$ cat config.mk
export PLATFORM = sky130hd
export DESIGN_NAME = restoring_divider
export DESIGN_NICKNAME = d
export VERILOG_FILES = /design/src/rtl/divider_pkg.sv /design/src/rtl/ripple_borrow_subtractor.sv /design/src/rtl/restoring_divider.sv
export SDC_FILE = /design/constraint.sdc
export NUM_CORES = 1
export LEC_CHECK = 0
export ABC_AREA = 0
export ABC_CLOCK_PERIOD_IN_PS = 3200
export CAP_MARGIN = 10
export CORE_MARGIN = 2
export CORE_UTILIZATION = 35
export DETAILED_ROUTE_END_ITERATION = 10
export SYNTH_ARGS = -nofsm -noshare
export SYNTH_HDL_FRONTEND = slang
export SYNTH_SLANG_ARGS = --single-unit
$ cat constraint.sdc
create_clock -name clk -period 3.2 [get_ports clk]
set_input_delay 0.8 -clock clk [delete_from_list [all_inputs] [get_ports clk]]
set_output_delay 0.8 -clock clk [all_outputs]
set_load 0.005 [all_outputs]
$ cat src/rtl/divider_pkg.sv
// Shared definitions for the restoring divider: FSM state encoding and counter sizing.
// Latency: none (types and constant functions only).
// Backpressure: not applicable.
package divider_pkg;

  typedef enum logic [1:0] {
    IDLE = 2'd0,
    CALC = 2'd1,
    DONE = 2'd2
  } state_e;

  // Bits needed to hold the iteration count bw itself (not just bw-1).
  function automatic int cnt_width(input int bw);
    return $clog2(bw + 1);
  endfunction

endpackage

$ cat src/rtl/ripple_borrow_subtractor.sv
// Ripple-borrow subtractor: diff = a - b, borrow_out set when a < b.
// Latency: purely combinational.
// Backpressure: not applicable.
module ripple_borrow_subtractor #(
  parameter int width = 5
) (
  input  logic [width-1:0] a,
  input  logic [width-1:0] b,
  output logic [width-1:0] diff,
  output logic             borrow_out
);

  // A bit generates a borrow when it is 0 and the subtrahend bit is 1;
  // it passes an incoming borrow through when the two bits are equal.
  logic [width-1:0] gen;
  logic [width-1:0] prop;
  logic [width:0]   borrow;

  assign gen       = ~a & b;
  assign prop      = ~(a ^ b);
  assign borrow[0] = 1'b0;

  for (genvar i = 0; i < width; i++) begin : g_cell
    assign borrow[i+1] = gen[i] | (prop[i] & borrow[i]);
  end

  assign diff       = a ^ b ^ borrow[width-1:0];
  assign borrow_out = borrow[width];

endmodule

$ cat src/rtl/restoring_divider.sv
// Unsigned restoring divider: one quotient bit per clock via shift-and-subtract.
// Latency: result registered bw edges after accept; divide-by-zero result registered on the accept edge.
// Backpressure: result held in DONE until out_ready; no new request accepted until back in IDLE.
module restoring_divider
  import divider_pkg::*;
#(
  parameter int bw = 4
) (
  input  logic          clk,
  input  logic          rst_n,
  input  logic          in_valid,
  output logic          in_ready,
  input  logic [bw-1:0] dividend,
  input  logic [bw-1:0] divisor,
  output logic          out_valid,
  input  logic          out_ready,
  output logic [bw-1:0] quotient,
  output logic [bw-1:0] remainder,
  output logic          div_by_zero
);

  localparam int CW = cnt_width(bw);

  state_e          state_q, state_d;
  logic [bw:0]     r_q, r_d;
  logic [bw-1:0]   q_q, q_d;
  logic [bw-1:0]   d_q, d_d;
  logic [CW-1:0]   cnt_q, cnt_d;
  logic [bw-1:0]   quot_q, quot_d;
  logic [bw-1:0]   rem_q, rem_d;
  logic            dbz_q, dbz_d;

  // One iteration: shift the next dividend bit into the partial remainder,
  // try subtracting the divisor, keep the difference only if it did not borrow.
  logic [bw:0]     s;
  logic [bw:0]     d_ext;
  logic [bw:0]     diff;
  logic            borrow;
  logic [bw:0]     r_next;
  logic [bw-1:0]   q_next;

  assign s      = {r_q[bw-1:0], q_q[bw-1]};
  assign d_ext  = {1'b0, d_q};
  assign r_next = borrow ? s : diff;
  assign q_next = {q_q[bw-2:0], ~borrow};

  // R stays below D after every iteration, so its top bit is always zero
  // and only the low bw bits feed the next shift.
  logic r_top_unused;
  assign r_top_unused = r_q[bw];

  ripple_borrow_subtractor #(
    .width(bw + 1)
  ) u_sub (
    .a         (s),
    .b         (d_ext),
    .diff      (diff),
    .borrow_out(borrow)
  );

  // Next-state logic: accept in IDLE, iterate in CALC, hold result in DONE.
  always_comb begin
    state_d = state_q;
    r_d     = r_q;
    q_d     = q_q;
    d_d     = d_q;
    cnt_d   = cnt_q;
    quot_d  = quot_q;
    rem_d   = rem_q;
    dbz_d   = dbz_q;
    unique case (state_q)
      IDLE: begin
        if (in_valid) begin
          if (divisor == '0) begin
            state_d = DONE;
            quot_d  = '1;
            rem_d   = dividend;
            dbz_d   = 1'b1;
          end else begin
            state_d = CALC;
            r_d     = '0;
            q_d     = dividend;
            d_d     = divisor;
            cnt_d   = CW'(bw);
          end
        end
      end
      CALC: begin
        r_d   = r_next;
        q_d   = q_next;
        cnt_d = cnt_q - CW'(1);
        if (cnt_q == CW'(1)) begin
          state_d = DONE;
          quot_d  = q_next;
          rem_d   = r_next[bw-1:0];
          dbz_d   = 1'b0;
        end
      end
      DONE: begin
        if (out_ready) begin
          state_d = IDLE;
        end
      end
      default: begin
        state_d = IDLE;
      end
    endcase
  end

  // State and datapath registers with synchronous active-low reset.
  always_ff @(posedge clk) begin
    if (!rst_n) begin
      state_q <= IDLE;
      r_q     <= '0;
      q_q     <= '0;
      d_q     <= '0;
      cnt_q   <= '0;
      quot_q  <= '0;
      rem_q   <= '0;
      dbz_q   <= 1'b0;
    end else begin
      state_q <= state_d;
      r_q     <= r_d;
      q_q     <= q_d;
      d_q     <= d_d;
      cnt_q   <= cnt_d;
      quot_q  <= quot_d;
      rem_q   <= rem_d;
      dbz_q   <= dbz_d;
    end
  end

  assign in_ready    = (state_q == IDLE);
  assign out_valid   = (state_q == DONE);
  assign quotient    = quot_q;
  assign remainder   = rem_q;
  assign div_by_zero = dbz_q;

endmodule

# == Word-level counts from Yosys, hierarchy flattened ==
# Index checks and enable logic that the tools add are counted.
# word_totals
ff_bits,26
inputBits,12
output_inout_bits,11
wordCells,66
# op_classes
add_sub_neg,1
n_eq_ne,8
n_mux,27
bitwise_logic,15
n_reduce_logical,7
# ops
cell,count
two-way mux 4 bit,11
case mux 4 bit (2 select lines),4
inverter 5 bit,2
AND reduction 3 bit,3
two-way mux 2 bit,4
two-way mux 3 bit,2
"inequality test 2 bit, second input constant",3
case mux 2 bit (3 select lines),1
case mux 3 bit (2 select lines),1
AND 5 x 4 -> 5 bit,1
XOR 5 x 4 -> 5 bit,1
AND 1 bit,4
zero test 4 bit,1
"inequality test 2 x 1 -> 1 bit, second input constant",2
OR 1 bit,4
AND reduction 4 bit,1
XOR 4 bit,1
"equality test 3 x 1 -> 1 bit, second input constant",1
two-way mux 1 bit,3
"subtractor 3 x 1 -> 3 bit, second input constant",1
"equality test 2 x 1 -> 1 bit, second input constant",1
"equality test 2 bit, second input constant",1
zero test 2 bit,1
inverter 1 bit,2
2 further kinds,2

# == Longest topological paths before layout ==
# Gate-level depths: netlist of the first run.
# depth
ltp_word,13
ltp_mapped,9
depth_no_buf,9

# == Modules after synthesis ==
# A second synthesis of the first run with hierarchy kept.
# unflattened
cells_unflattened,165
area_unflattened_um2,1442.6
# modules_own_cells
module,instances,cells_each,area_each_um2,seq_area_each_um2
restoring_divider,1,148,1305.0,520.5
ripple_borrow_subtractor,1,17,137.6,0.0

# == Least setup slack after synthesis of the first run ==
# No wires, ideal clock.
# synth_path
kind,register to register
start,reg q_q[3]
end,"reg rem_q[1], in the netlist remainder[1]"
setup_time_ns,0.066
arrival_time_ns,2.318
setup_slack_ns,0.816
path_stages_with_launch,10
n_path_buf,0
synth_period_minus_slack_ns,2.384
path_cell_list,dfxtp_1 > inv_1 > ha_1 > fa_1 > fa_1 > fa_1 > nor3b_1 > a211oi_1 > a21oi_1 > a21oi_2
# synth_between
elab_chain_len,13
# synth_lines
item,line,rtl
from (decl),restoring_divider.sv:26,"logic [bw-1:0] q_q, q_d;"
from (signal assigned),restoring_divider.sv:124,q_q <= q_d;
inverter 5 bit (*),ripple_borrow_subtractor.sv:19,assign gen = ~a & b;
AND 5 x 4 -> 5 bit (*),ripple_borrow_subtractor.sv:19,
AND 1 bit,ripple_borrow_subtractor.sv:24,assign borrow[i+1] = gen[i] | (prop[i] & borrow[i]);
OR 1 bit,ripple_borrow_subtractor.sv:24,
AND 1 bit,ripple_borrow_subtractor.sv:24,
OR 1 bit,ripple_borrow_subtractor.sv:24,
AND 1 bit,ripple_borrow_subtractor.sv:24,
OR 1 bit,ripple_borrow_subtractor.sv:24,
AND 1 bit,ripple_borrow_subtractor.sv:24,
OR 1 bit,ripple_borrow_subtractor.sv:24,
two-way mux 4 bit (*),restoring_divider.sv:44,assign r_next = borrow ? s : diff;
two-way mux 4 bit (*),restoring_divider.sv:92,if (cnt_q == CW'(1)) begin
case mux 4 bit (2 select lines) (*),restoring_divider.sv:71,unique case (state_q)
to (signal assigned),restoring_divider.sv:128,rem_q <= rem_d;
to (decl),restoring_divider.sv:30,"logic [bw-1:0] rem_q, rem_d;"
# Mark *: on every way between the ends. The rest lies on a longest branch, timed or not. The select of a mux whose other input is x is not followed.
# A chain may end at the register's enable or synchronous reset.

# == Worst setup path in the final report of the first run ==
# Same ends and word-level chain as after synthesis.

==> results of run 1 <==
-- registers in the layout (all words and copies together), names as in the netlist --
name         count
quotient         4
d_q              4
div_by_zero      1
q_q              4
cnt_q            3
remainder        4
state_q          2
r_q              4
-- stage by stage --
| stage | power, mW | instances |
|---|---|---|
| after floorplan | 0.492 | 133 |
| after global placement | 0.549 | 198 |
| after detailed placement | 0.552 | 198 |
| after CTS | 0.783 | 202 |
| after global routing | 0.824 | 202 |
| final | 0.776 | 202 |
-- per-layer routing --
metal  vias up  global-route usage  wire [microns]
met5         -                   0               0
met4         0              0.0245              18
met3         2              0.0464             104
met2        21               0.211            1160
met1       475               0.198            1300
li1        522                   -               -
-- where the power goes --
group | switching, mW | leakage [nW] | internal (mW)
combinational | 0.0884 | 0.347 | 0.0830
clock | 0.104 | 0.0279 | 0.127
sequential | 0.0233 | 0.213 | 0.351
total | 0.216 | 0.588 | 0.560
-- how the worst min path moves through the flow --
stage          startpoint        to
2_1_floorplan    cnt_q[0]  cnt_q[0]
3_3_place_gp     cnt_q[0]  cnt_q[0]
3_5_place_dp     cnt_q[1]  cnt_q[1]
4_1_cts          cnt_q[0]  cnt_q[0]
5_1_grt          cnt_q[1]  cnt_q[1]
6_report         cnt_q[0]  cnt_q[0]
-- logic make-up after synthesis --
family                   after synthesis
AO/OA/AOI/OAI                         42
flip-flops                            26
adder cells (fa/ha/maj)                6
multiplexers                           4
AND/OR/NAND/NOR                       39
buffers and inverters                 16
-- critical path, cell delays in order, from the launching register on --
cell and delay [ns]:
sky130_fd_sc_hd__dfxtp_1 0.39, sky130_fd_sc_hd__inv_1 0.05, sky130_fd_sc_hd__ha_1 0.20, sky130_fd_sc_hd__fa_1 0.38
sky130_fd_sc_hd__fa_1 0.39, sky130_fd_sc_hd__fa_1 0.44, sky130_fd_sc_hd__nor3b_1 0.17, sky130_fd_sc_hd__a211oi_1 0.38
sky130_fd_sc_hd__a21oi_1 0.10, sky130_fd_sc_hd__a21oi_2 0.15
-- cell type report --
class | count | area, sq um
fill | 353 | 1810
clock inverter | 1 | 30.0
clock buffer | 3 | 22.5
inverter | 10 | 37.5
sequential | 26 | 520
multi-input combinational | 91 | 644
timing repair buffer | 25 | 243
tap | 46 | 57.6
-- layout by cell type (no fill, tap or decap), types with 2 or more instances in the layout --
master	instances
sky130_fd_sc_hd__a211oi_1	5
sky130_fd_sc_hd__a21oi_1	13
sky130_fd_sc_hd__a21oi_2	4
sky130_fd_sc_hd__a311oi_1	3
sky130_fd_sc_hd__buf_4	3
sky130_fd_sc_hd__clkbuf_4	3
sky130_fd_sc_hd__clkdlybuf4s50_1	22
sky130_fd_sc_hd__dfxtp_1	26
sky130_fd_sc_hd__fa_1	3
sky130_fd_sc_hd__ha_1	3
sky130_fd_sc_hd__inv_1	9
sky130_fd_sc_hd__mux2i_1	4
sky130_fd_sc_hd__nand2_1	8
sky130_fd_sc_hd__nand2b_1	2
sky130_fd_sc_hd__nand3_1	2
sky130_fd_sc_hd__nor2_1	19
sky130_fd_sc_hd__nor2b_1	2
sky130_fd_sc_hd__nor3b_1	4
sky130_fd_sc_hd__o21ai_0	3
sky130_fd_sc_hd__o21ai_1	3
sky130_fd_sc_hd__o221a_2	3
-- cells in the mapped netlist, drive strengths merged, types with 4 or more instances --
cell type / number / area share
dfxtp: 26 / 0.42
a211oi: 5 / 0.030
nor2: 19 / 0.058
inv: 9 / 0.027
nand2: 8 / 0.024
o21ai: 7 / 0.031
nor3b: 4 / 0.024
a21oi: 17 / 0.081
mux2i: 4 / 0.032
==> results.sh, run 1 <==
export IMPL_post_syn_nets=151
export IMPL_grt_setup_unrepaired="false"
export IMPL_synthXorXnorAreaFrac=0
export IMPL_via_count_of_the_first_global_routing_pass=980
export IMPL_critPathKind="reg -> reg"
export IMPL_worst_setup_path_endpoint="remainder[1]"
export IMPL_finalCoreUtilization=0.462
export IMPL_grt_first_pass_wirelength_microns=4510
export IMPL_routed_via_density=5.05
export IMPL_clock_pin_slew_on_the_worst_setup_and_hold_paths_ns=0.16
export IMPL_dp_final_hpwl_microns=1940
export IMPL_syn_area_sq_um=1230
export IMPL_wirelength_microns=2590
export IMPL_post_cts_resize_count=0
export IMPL_design_core_area_sq_um=3360
export IMPL_fp_dieW_microns=63.4
export IMPL_main_combinational_cell_family_by_area_after_synthesis="compound AO/OA/AOI/OAI gates"
export IMPL_cts_made_buffers=3
export IMPL_synth_compound_area_share=0.257
export IMPL_ir_drop_mv=0.315
export IMPL_pre_cts_slack_ns=0.550
export IMPL_critPathCaptureType="flip-flop"
export IMPL_total_negative_setup_slack_ns=0
export IMPL_htree_levels=1
export IMPL_required_ns=3.49
export IMPL_rows=21
export IMPL_regToRegSetupSlack_ns=0.51
export IMPL_primary_flip_flop_cell_chosen_by_synthesis_mapping="sky130_fd_sc_hd__dfxtp_1"
export IMPL_placement_io_buffers=22
export IMPL_nNetsFinal=175
export IMPL_die_area_sq_um=4020
export IMPL_synth_cell_type_count=32
export IMPL_clk_path_buf_depth=2
export IMPL_grt_total_usage=0.140
export IMPL_synth_edff_count=0
export IMPL_fin_hold_ws_ns=0.503
export IMPL_route_antenna_remaining_nets=0
export IMPL_r2r_endpoint="remainder[1]"
export IMPL_drt_pass1_iter_count=4
export IMPL_routed_wire_length_per_instance_microns=12.8
export IMPL_share_of_cell_area_taken_by_muxes_after_synthesis=0.0324
export IMPL_synth_ff_latch_count=26
export IMPL_timing_hold_worst_class="reg -> reg"
export IMPL_max_cap_violations=0
export IMPL_worst_path_max_fanout=5
export IMPL_route_vias_total=1020
export IMPL_run_status="finished, final reports clean"
export IMPL_synthAdderAreaFrac=0.0790
export IMPL_simple_gate_share_of_the_synthesized_area=0.153
export IMPL_whs_path_depth=1
export IMPL_gate_count_of_the_mapped_netlist=133
export IMPL_fp_dieH_microns=63.4
export IMPL_dpl_instance_area_sq_um=1500
export IMPL_final_period_utilization=0.840
export IMPL_grt_total_ovfl=0
export IMPL_regToRegStartpoint="q_q[3]"
export IMPL_hold_viol_final=0
export IMPL_drive_above_1_share=0.115
export IMPL_slew_headroom=0.609
export IMPL_synthesis_area_per_instance_sq_um=9.29
export IMPL_power_static_leakage_nw=0.588
export IMPL_crit_arrival_ns=2.98
export IMPL_numClockSinks=26
export IMPL_max_slew_worst_pin_slew_ns=0.585
export IMPL_drt_iter0_markers=45
export IMPL_grt_start_max_net_pins=17
export IMPL_grt_antenna_before_repair=0
export IMPL_maxSlewViolCount=0
export IMPL_worstSkewPairLatency_ns=0.34
export IMPL_worstSetupStartpointType="flip-flop"
export IMPL_period_minus_slack_ns=2.69
export IMPL_ff2ff_path_depth=9
export IMPL_seq_area_frac_synth=0.421
export IMPL_drt_drc_violations_left=0
export IMPL_floorplan_io_pins=23
export IMPL_globalplace_congestion=0.764
export IMPL_final_instance_area_sq_um=1560
export IMPL_synth_warnings=0
export IMPL_layout_area_overhead_vs_synth_pct=25.9
export IMPL_synth_async_reset_ratio=0
export IMPL_cts_post_setup_buffers_inserted=0
export IMPL_start_util=0.367
export IMPL_setup_viol_count_final=0
export IMPL_tritoncts="yes"
export IMPL_post_route_worst_setup_slack_ns=0.510
export IMPL_clk_root_buffer_cell="sky130_fd_sc_hd__clkbuf_4"
export IMPL_worstSetupStartpoint="q_q[3]"
export IMPL_cts_hold_buf=0
export IMPL_timing_clock_skew_ns=0.0228
export IMPL_cellPowerDensity_nw_per_um2=499
export IMPL_fmax_mhz=372
export IMPL_antenna_cells=0
(Power assumes the default switching activity.)
==> run 2: changes to the inputs <==
--- a/config.mk
+++ b/config.mk
@@ -6,7 +6,7 @@
 export NUM_CORES = 1
 export LEC_CHECK = 0
 export ABC_AREA = 0
-export ABC_CLOCK_PERIOD_IN_PS = 3200
+export ABC_CLOCK_PERIOD_IN_PS = 2400
 export CAP_MARGIN = 10
 export CORE_MARGIN = 2
 export CORE_UTILIZATION = 35
==> constraint.sdc (replaced) <==
create_clock -name clk -period 2.4 [get_ports clk]
set_input_delay 0.6 -clock clk [delete_from_list [all_inputs] [get_ports clk]]
set_output_delay 0.6 -clock clk [all_outputs]
set_load 0.005 [all_outputs]
==> results.sh, run 2 (synthesized netlist as in run 1, its figures left out) <==
export IMPL_layout_area_overhead_vs_synth_pct=33.3
export IMPL_placement_io_buffers=22
export IMPL_cellPowerDensity_nw_per_um2=584
export IMPL_clock_pin_slew_on_the_worst_setup_and_hold_paths_ns=0.13
export IMPL_grt_first_pass_wirelength_microns=4740
export IMPL_grt_total_usage=0.148
export IMPL_clk_root_buffer_cell="sky130_fd_sc_hd__clkbuf_4"
export IMPL_total_negative_setup_slack_ns=0
export IMPL_clk_path_buf_depth=2
export IMPL_fmax_mhz=430
export IMPL_worst_path_max_fanout=5
export IMPL_grt_setup_unrepaired="true"
export IMPL_worstSetupStartpoint="q_q[3]"
export IMPL_fin_hold_ws_ns=0.502
export IMPL_max_slew_worst_pin_slew_ns=0.676
export IMPL_r2r_endpoint="remainder[1]"
export IMPL_period_minus_slack_ns=2.32
export IMPL_timing_hold_worst_class="reg -> reg"
export IMPL_drt_pass1_iter_count=2
export IMPL_route_antenna_remaining_nets=0
export IMPL_htree_levels=1
export IMPL_mostFrequentLayoutCell="sky130_fd_sc_hd__dfxtp_1"
export IMPL_setup_viol_count_final=0
export IMPL_nNetsFinal=183
export IMPL_max_cap_violations=0
export IMPL_drt_iter0_markers=43
export IMPL_fp_dieH_microns=63.4
export IMPL_floorplan_io_pins=23
export IMPL_critPathKind="reg -> reg"
export IMPL_routed_via_density=4.97
export IMPL_required_ns=2.66
export IMPL_drt_drc_violations_left=0
export IMPL_fp_dieW_microns=63.4
export IMPL_maxSlewViolCount=0
export IMPL_regToRegStartpoint="q_q[3]"
export IMPL_regToRegSetupSlack_ns=0.08
export IMPL_grt_total_ovfl=0
export IMPL_route_vias_total=1039
export IMPL_final_period_utilization=0.968
export IMPL_via_count_of_the_first_global_routing_pass=1024
export IMPL_crit_arrival_ns=2.58
export IMPL_numClockSinks=26
export IMPL_tritoncts="yes"
export IMPL_most_common_layout_cells="sky130_fd_sc_hd__dfxtp_1, sky130_fd_sc_hd__clkdlybuf4s50_1, sky130_fd_sc_hd__nor2_1"
export IMPL_cts_made_buffers=3
export IMPL_rows=21
export IMPL_worstSkewPairLatency_ns=0.31
export IMPL_start_util=0.367
export IMPL_ir_drop_mv=0.326
export IMPL_dp_final_hpwl_microns=2090
export IMPL_ff2ff_path_depth=9
export IMPL_worstSetupStartpointType="flip-flop"
export IMPL_globalplace_congestion=0.849
export IMPL_grt_antenna_before_repair=0
export IMPL_grt_start_max_net_pins=17
export IMPL_wirelength_microns=2750
export IMPL_power_static_leakage_nw=0.620
export IMPL_critPathCaptureType="flip-flop"
export IMPL_finalCoreUtilization=0.490
export IMPL_worst_setup_path_endpoint="remainder[1]"
export IMPL_die_area_sq_um=4020
export IMPL_antenna_cells=0
export IMPL_design_core_area_sq_um=3360
export IMPL_routed_wire_length_per_instance_microns=13.2
export IMPL_hold_viol_final=0
export IMPL_slew_headroom=0.549
export IMPL_drive_above_1_share=0.227
export IMPL_timing_clock_skew_ns=0.00536
export IMPL_run_status="finished, final reports clean"
-- run 2: cell type report --
class	instances	area, sq um
clock buffer	3	22.5
fill	359	1720
inverter	10	37.5
multi-input combinational	91	692
sequential	26	522
tap	46	57.6
timing repair buffer	33	315
-- run 2: worst min path at each step --
| stage | from | end | depth (start not counted) |
|---|---|---|---|
| 3_3_place_gp | cnt_q[0] | cnt_q[0] | 1 |
| 2_1_floorplan | cnt_q[0] | cnt_q[0] | 1 |
| 3_5_place_dp | cnt_q[2] | cnt_q[2] | 2 |
| 5_1_grt | q_q[0] | q_q[0] | 2 |
| 4_1_cts | cnt_q[2] | cnt_q[2] | 2 |
| 6_report | cnt_q[2] | cnt_q[2] | 2 |
-- run 2: what timing repair did --
action | 4_1_cts | 5_1_grt
gates resized for setup | 13 | 0
pin swaps | 6 | 4
endpoints found under the setup margin | 10 | 10
hold buffers | 0 | 0
gates cloned | 0 | 0
endpoints found under the hold margin | 0 | 0
buffers inserted | 0 | 0
-- run 2: through the flow --
stage	setup slack [ns]	cell area (sq um)	instances	power [mW]
5_1_grt	-0.0245	1650	209	1.02
2_1_floorplan	0.0161	1230	133	0.656
4_1_cts	-0.0246	1650	209	0.972
3_3_place_gp	-0.152	1580	206	0.749
6_report	0.0764	1650	209	0.961
3_5_place_dp	-0.223	1580	206	0.759
-- run 2: worst max-delay path, stage by stage (launching register included) --
cell,delay [ns]
sky130_fd_sc_hd__dfxtp_2,0.35
sky130_fd_sc_hd__inv_2,0.04
sky130_fd_sc_hd__ha_4,0.15
sky130_fd_sc_hd__fa_2,0.33
sky130_fd_sc_hd__fa_2,0.35
sky130_fd_sc_hd__fa_2,0.39
sky130_fd_sc_hd__nor3b_1,0.17
sky130_fd_sc_hd__a211oi_2,0.27
sky130_fd_sc_hd__a21oi_1,0.09
sky130_fd_sc_hd__a21oi_2,0.13
-- run 2: where the power goes --
part | total [mW] | internal (mW) | switching, mW
Clock | 0.182 | 0.0587 | 0.123
Combinational | 0.280 | 0.141 | 0.140
Sequential | 0.499 | 0.468 | 0.0315
Total | 0.961 | 0.667 | 0.294
-- run 2: metal layers --
layer / vias up / wire [microns] / global-route usage
met5: - / 0 / 0
met4: 0 / 34 / 0.0408
met3: 4 / 103 / 0.0304
met2: 19 / 1250 / 0.245
met1: 485 / 1370 / 0.196
li1: 531 / - / -
==> RTL edit 1, RTL diff (flow settings as in run 1) <==
Take the reset off `r_q`, `q_q` and `d_q` and load them in a clocked block of their own.
--- a/src/rtl/restoring_divider.sv
+++ b/src/rtl/restoring_divider.sv
@@ -112,7 +112,4 @@
     if (!rst_n) begin
       state_q <= IDLE;
-      r_q     <= '0;
-      q_q     <= '0;
-      d_q     <= '0;
       cnt_q   <= '0;
       quot_q  <= '0;
@@ -121,7 +118,4 @@
     end else begin
       state_q <= state_d;
-      r_q     <= r_d;
-      q_q     <= q_d;
-      d_q     <= d_d;
       cnt_q   <= cnt_d;
       quot_q  <= quot_d;
@@ -129,4 +123,10 @@
       dbz_q   <= dbz_d;
     end
+  end
+
+  always_ff @(posedge clk) begin
+    r_q <= r_d;
+    q_q <= q_d;
+    d_q <= d_d;
   end
 
Check against the original RTL: no difference found for any inputs over 10 cycles, from zero or initial values and one cycle with rst_n low; that may be too few to reach the edited logic, so the function may still have changed.
==> RTL edit 1 against run 1 <==
Design area shrank 0.24%. Via count shrank 10%. Highest routed layer unchanged. Clock skew shrank 19 ps. Worst setup slack gained 66 ps. Area after synthesis grew 1.8%. Total power shrank 9.9%. Sequential cell count is the same. Die area grew 1.7%. Final cell count shrank 10%. Critical path type unchanged. Global-route usage shrank 1.1 points. Worst hold slack lost 4.9 ps. Sequential share of layout area grew 7.8 points. Routed wire length shrank 1.1%.
==> RTL edit 1: results (changes against run 1) <==
{| class="wikitable"
! Metric !! Value
|-
| Leakage || 0.000607 µW (+3.3%)
|-
| Worst vdd ir || 180 µV (-43%)
|-
| Global placer's final weighted congestion || 0.733 (-4.1%)
|-
| Startpoint of the worst-slack reg-to-reg timing path || q_q[3]
|-
| Number of synthesized flops with an enable pin || 12 (+12)
|-
| Worst-Margin Slew || 528 ps (-56.8 ps)
|-
| Minimum setup slack after placement || 595 ps (+44.7 ps)
|-
| Post-layout net count || 155 (-11%)
|-
| Hold Path End || cnt_q[1]
|-
| Leading cell types by count after synthesis || sky130_fd_sc_hd__inv_1 (17), sky130_fd_sc_hd__dfxtp_1 (14), sky130_fd_sc_hd__edfxtp_1 (12)
|-
| Leading post-synthesis cells by cell area || sky130_fd_sc_hd__edfxtp_1 (29%), sky130_fd_sc_hd__dfxtp_1 (22%), sky130_fd_sc_hd__inv_1 (5.1%)
|-
| Number of global-route vias before repair || 860 (-12%)
|-
| Status || finished, final reports clean
|-
| Distinct cell type count of the synthesized netlist || 30 (-6.3%)
|-
| Worst hold path depth || 2 (+1)
|-
| First-pass GRT wire length || 4070 µm (-9.6%)
|-
| Worst-skew pair later-pin latency || 310 ps (-30 ps)
|-
| Area after detailed placement || 1530 µm² (+1.7%)
|-
| Minimum setup slack among reg-to-reg paths || 580 ps (+70 ps)
|-
| Number of cells on the worst reg-to-reg path || 8 (-1)
|-
| Final HPWL from detailed placement || 1930 µm (-0.45%)
|-
| Combined global-route utilization of all metal layers || 13.0% (-1.1 points)
|-
| Largest net degree at the start of global routing || 16 (-1)
|-
| DR vias || 917 (-10%)
|-
| Post-Synthesis Net Count || 131 (-13%)
|-
| Drt first-iter violations || 32 (-29%)
|-
| Fraction of the yosys area taken by sequential cells || 50.9% (+8.8 points)
|-
| Clock Pin Slew Worst Setup and Hold Paths || 130 ps (-30 ps)
|}
[RTL edit 1: layout make-up]
type | count | area [µm²]
fillers | 335 | 1840
flip-flops and latches | 26 | 641
multi-input cells | 65 | 532
repair buffers | 24 | 235
inverters | 17 | 63.8
well taps | 46 | 57.6
clock buffers | 3 | 22.5
[RTL edit 1: cell families (layout without fill, tap and decap cells)]
| group | count (synthesis) | after routing | share of synthesized area (%) |
|---|---|---|---|
| and+or+nand+nor | 27 | 27 | 13.5 |
| adders and majority gates | 6 | 6 | 7.76 |
| buffers and inverters | 22 | 44 | 6.77 |
| DFF | 26 | 26 | 50.9 |
| AOI/OAI and AO/OA | 32 | 32 | 21.0 |
[RTL edit 1: power breakdown]
part | internal, µW | switching [µW]
registers | 385 | 22.9
logic | 76.3 | 79.1
clock network | 44.0 | 91.2
[RTL edit 1: metrics by stage]
step	power [µW]	std cells	hold slack, ps
floorplan	510	113	453
global placement	572	178	467
detailed placement	571	178	484
CTS	705	181	502
global route	741	181	523
finish	699	181	498
[RTL edit 1: worst max-delay path by stage]
stage                     startpoint            to  slack (ps)  depth (start not counted)
after floorplan               q_q[3]  remainder[3]         750                          8
after global placement        q_q[3]  remainder[1]         650                          8
after detailed placement      q_q[3]  remainder[1]         600                          8
after CTS                     q_q[3]  remainder[1]         570                          8
after global routing          q_q[3]  remainder[3]         440                          8
final                         q_q[3]  remainder[1]         580                          8
[RTL edit 1: layer usage]
| layer | global-route usage (%) | share of wire [%] |
|---|---|---|
| met1 | 19.0 | 52 |
| met2 | 19.0 | 44 |
| met3 | 2.11 | 3.4 |
| met4 | 4.89 | 1.1 |
| met5 | 0 | 0 |
==> RTL edit 2, RTL diff (settings of run 1) <==
Without the edit above. Change the parameter `bw` from 4 to 8.
--- a/src/rtl/restoring_divider.sv
+++ b/src/rtl/restoring_divider.sv
@@ -5,5 +5,5 @@
   import divider_pkg::*;
 #(
-  parameter int bw = 4
+  parameter int bw = 8
 ) (
   input  logic          clk,
Ports: changed (resized dividend, divisor, quotient and remainder); port bits go from 23 to 39. No check against the original RTL was run, so the function may have changed too.
==> RTL edit 2 against run 1 <==
Clock skew shrank 11 ps. The flow now finishes with violations (setup timing). Area after synthesis rose by 91%. Largest power group unchanged. Worst setup slack worse by 960 ps. Fmax is 26% lower. Routed wire length up 130%. Sequential cell count is 21 higher. Synthesized cell count up 96%. Total power is 87% higher. Design area increased by 88%.
==> RTL edit 2: results (changes against run 1) <==
{| class="wikitable"
! Metric !! Value
|-
| Status || finished, violations left
|-
| Violations in the final reports || setup timing
|-
| Hold Path End || r_q[0]
|-
| Relative max-transition margin || 44.3% (-17 points)
|-
| Setup TNS Final || -7390 ps (-7390 ps)
|-
| Routing usage on met2 || 26.0% (+5.0 points)
|-
| Clock Pin Slew Worst Setup and Hold Paths || 90 ps (-70 ps)
|-
| Worst hold path depth || 2 (+1)
|-
| Worst-skew pair later-pin latency || 300 ps (-40 ps)
|-
| Clock network power share || 24.0% (-5.7 points)
|-
| Combined global-route utilization of all metal layers || 16.2% (+2.2 points)
|-
| FILL cells || 639 (+81%)
|-
| Internal portion of total power || 990 µW (+77%)
|-
| Minimum setup slack after placement || -484 ps (-1030 ps)
|-
| Synth Area in Adders || 7.55% (-0.36 points)
|-
| Endpoint of the most critical setup path || remainder[3]
|-
| Total placed cells including tap cells || 363 (+83%)
|-
| Worst vdd ir || 259 µV (-18%)
|-
| Compound-Gate Fraction of Synth Area || 23.0% (-2.7 points)
|-
| Largest net degree at the start of global routing || 34 (+17)
|-
| Min setup slack post-route || -453 ps (-963 ps)
|-
| Startpoint of the worst-slack reg-to-reg timing path || q_q[7]
|-
| TritonCTS buffer count || 5 (+2)
|-
| Drt first-iter violations || 143 (+220%)
|-
| Number of cells on the worst reg-to-reg path || 14 (+5)
|-
| Final clock skew || 11.4 ps (-11.3 ps)
|-
| Distinct cell type count of the synthesized netlist || 41 (+28%)
|-
| Number of global-route vias before repair || 1841 (+88%)
|-
| Leading cell types by count after synthesis || sky130_fd_sc_hd__dfxtp_1 (47), sky130_fd_sc_hd__nand2_1 (28), sky130_fd_sc_hd__nand3_1 (19)
|-
| Combinational fraction of design power || 30.4% (+8.3 points)
|-
| Fraction of the yosys area taken by sequential cells || 40.0% (-2.2 points)
|-
| CTS root buf || sky130_fd_sc_hd__clkbuf_8
|-
| Fraction of final layout cells with drive strength greater than 1 || 15.4% (+3.8 points)
|-
| Final standard cell count with taps included and fillers excluded || 370 (+83%)
|-
| Leading post-synthesis cells by cell area || sky130_fd_sc_hd__dfxtp_1 (40%), sky130_fd_sc_hd__fa_1 (6.0%), sky130_fd_sc_hd__nand2_1 (4.5%)
|-
| Arrival time at the worst endpoint || 3840 ps (+860 ps)
|-
| Slowest library cell on the worst path || sky130_fd_sc_hd__fa_2
|-
| Worst hold slack || 475 ps (-28.2 ps)
|-
| Number of vias per cell after detailed routing || 5.40 (+7.0%)
|-
| Summed area of non-filler cells in the final layout || 2920 µm² (+88%)
|-
| Post-Synthesis Net Count || 291 (+93%)
|-
| Critical-path maximum fanout || 18 (+13)
|-
| Critical path's largest stage delay || 370 ps (-70 ps)
|-
| Power Total || 1450 µW (+87%)
|-
| Final setup violation count || 18 (+18)
|}
RTL edit 2: cell count changes after synthesis, sizes merged, moves of 10 or more:
| cell | delta |
|---|---|
| dfxtp | +21 |
| nand2 | +20 |
| nand3 | +17 |
| clkbuf | +14 |
| nor2 | -13 |
| o22ai | +10 |
RTL edit 2: per-layer routing:
layer	part of all wire, %	vias to the layer above
met3	4.7	2
met1	49	953
met4	0.46	0
li1	-	996
met5	0	-
met2	46	48
RTL edit 2: final cells by class:
type                    count  area share, %
clock buffers               5           2.36
flip-flops and latches     47           32.3
repair buffers             48           15.9
inverters                  11           1.41
multi-input cells         180           44.3
well taps                  77           3.30
clock inverters             2          0.471
RTL edit 2: worst max-delay path: cells and delay by family (launching register included):
| kind | cells | cell delay, ps |
|---|---|---|
| AO/OA/AOI/OAI | 2 | 270 |
| adder cells (fa/ha/maj) | 8 | 2590 |
| buffers and inverters | 2 | 190 |
| flip-flops | 1 | 340 |
| AND/OR/NAND/NOR | 2 | 160 |
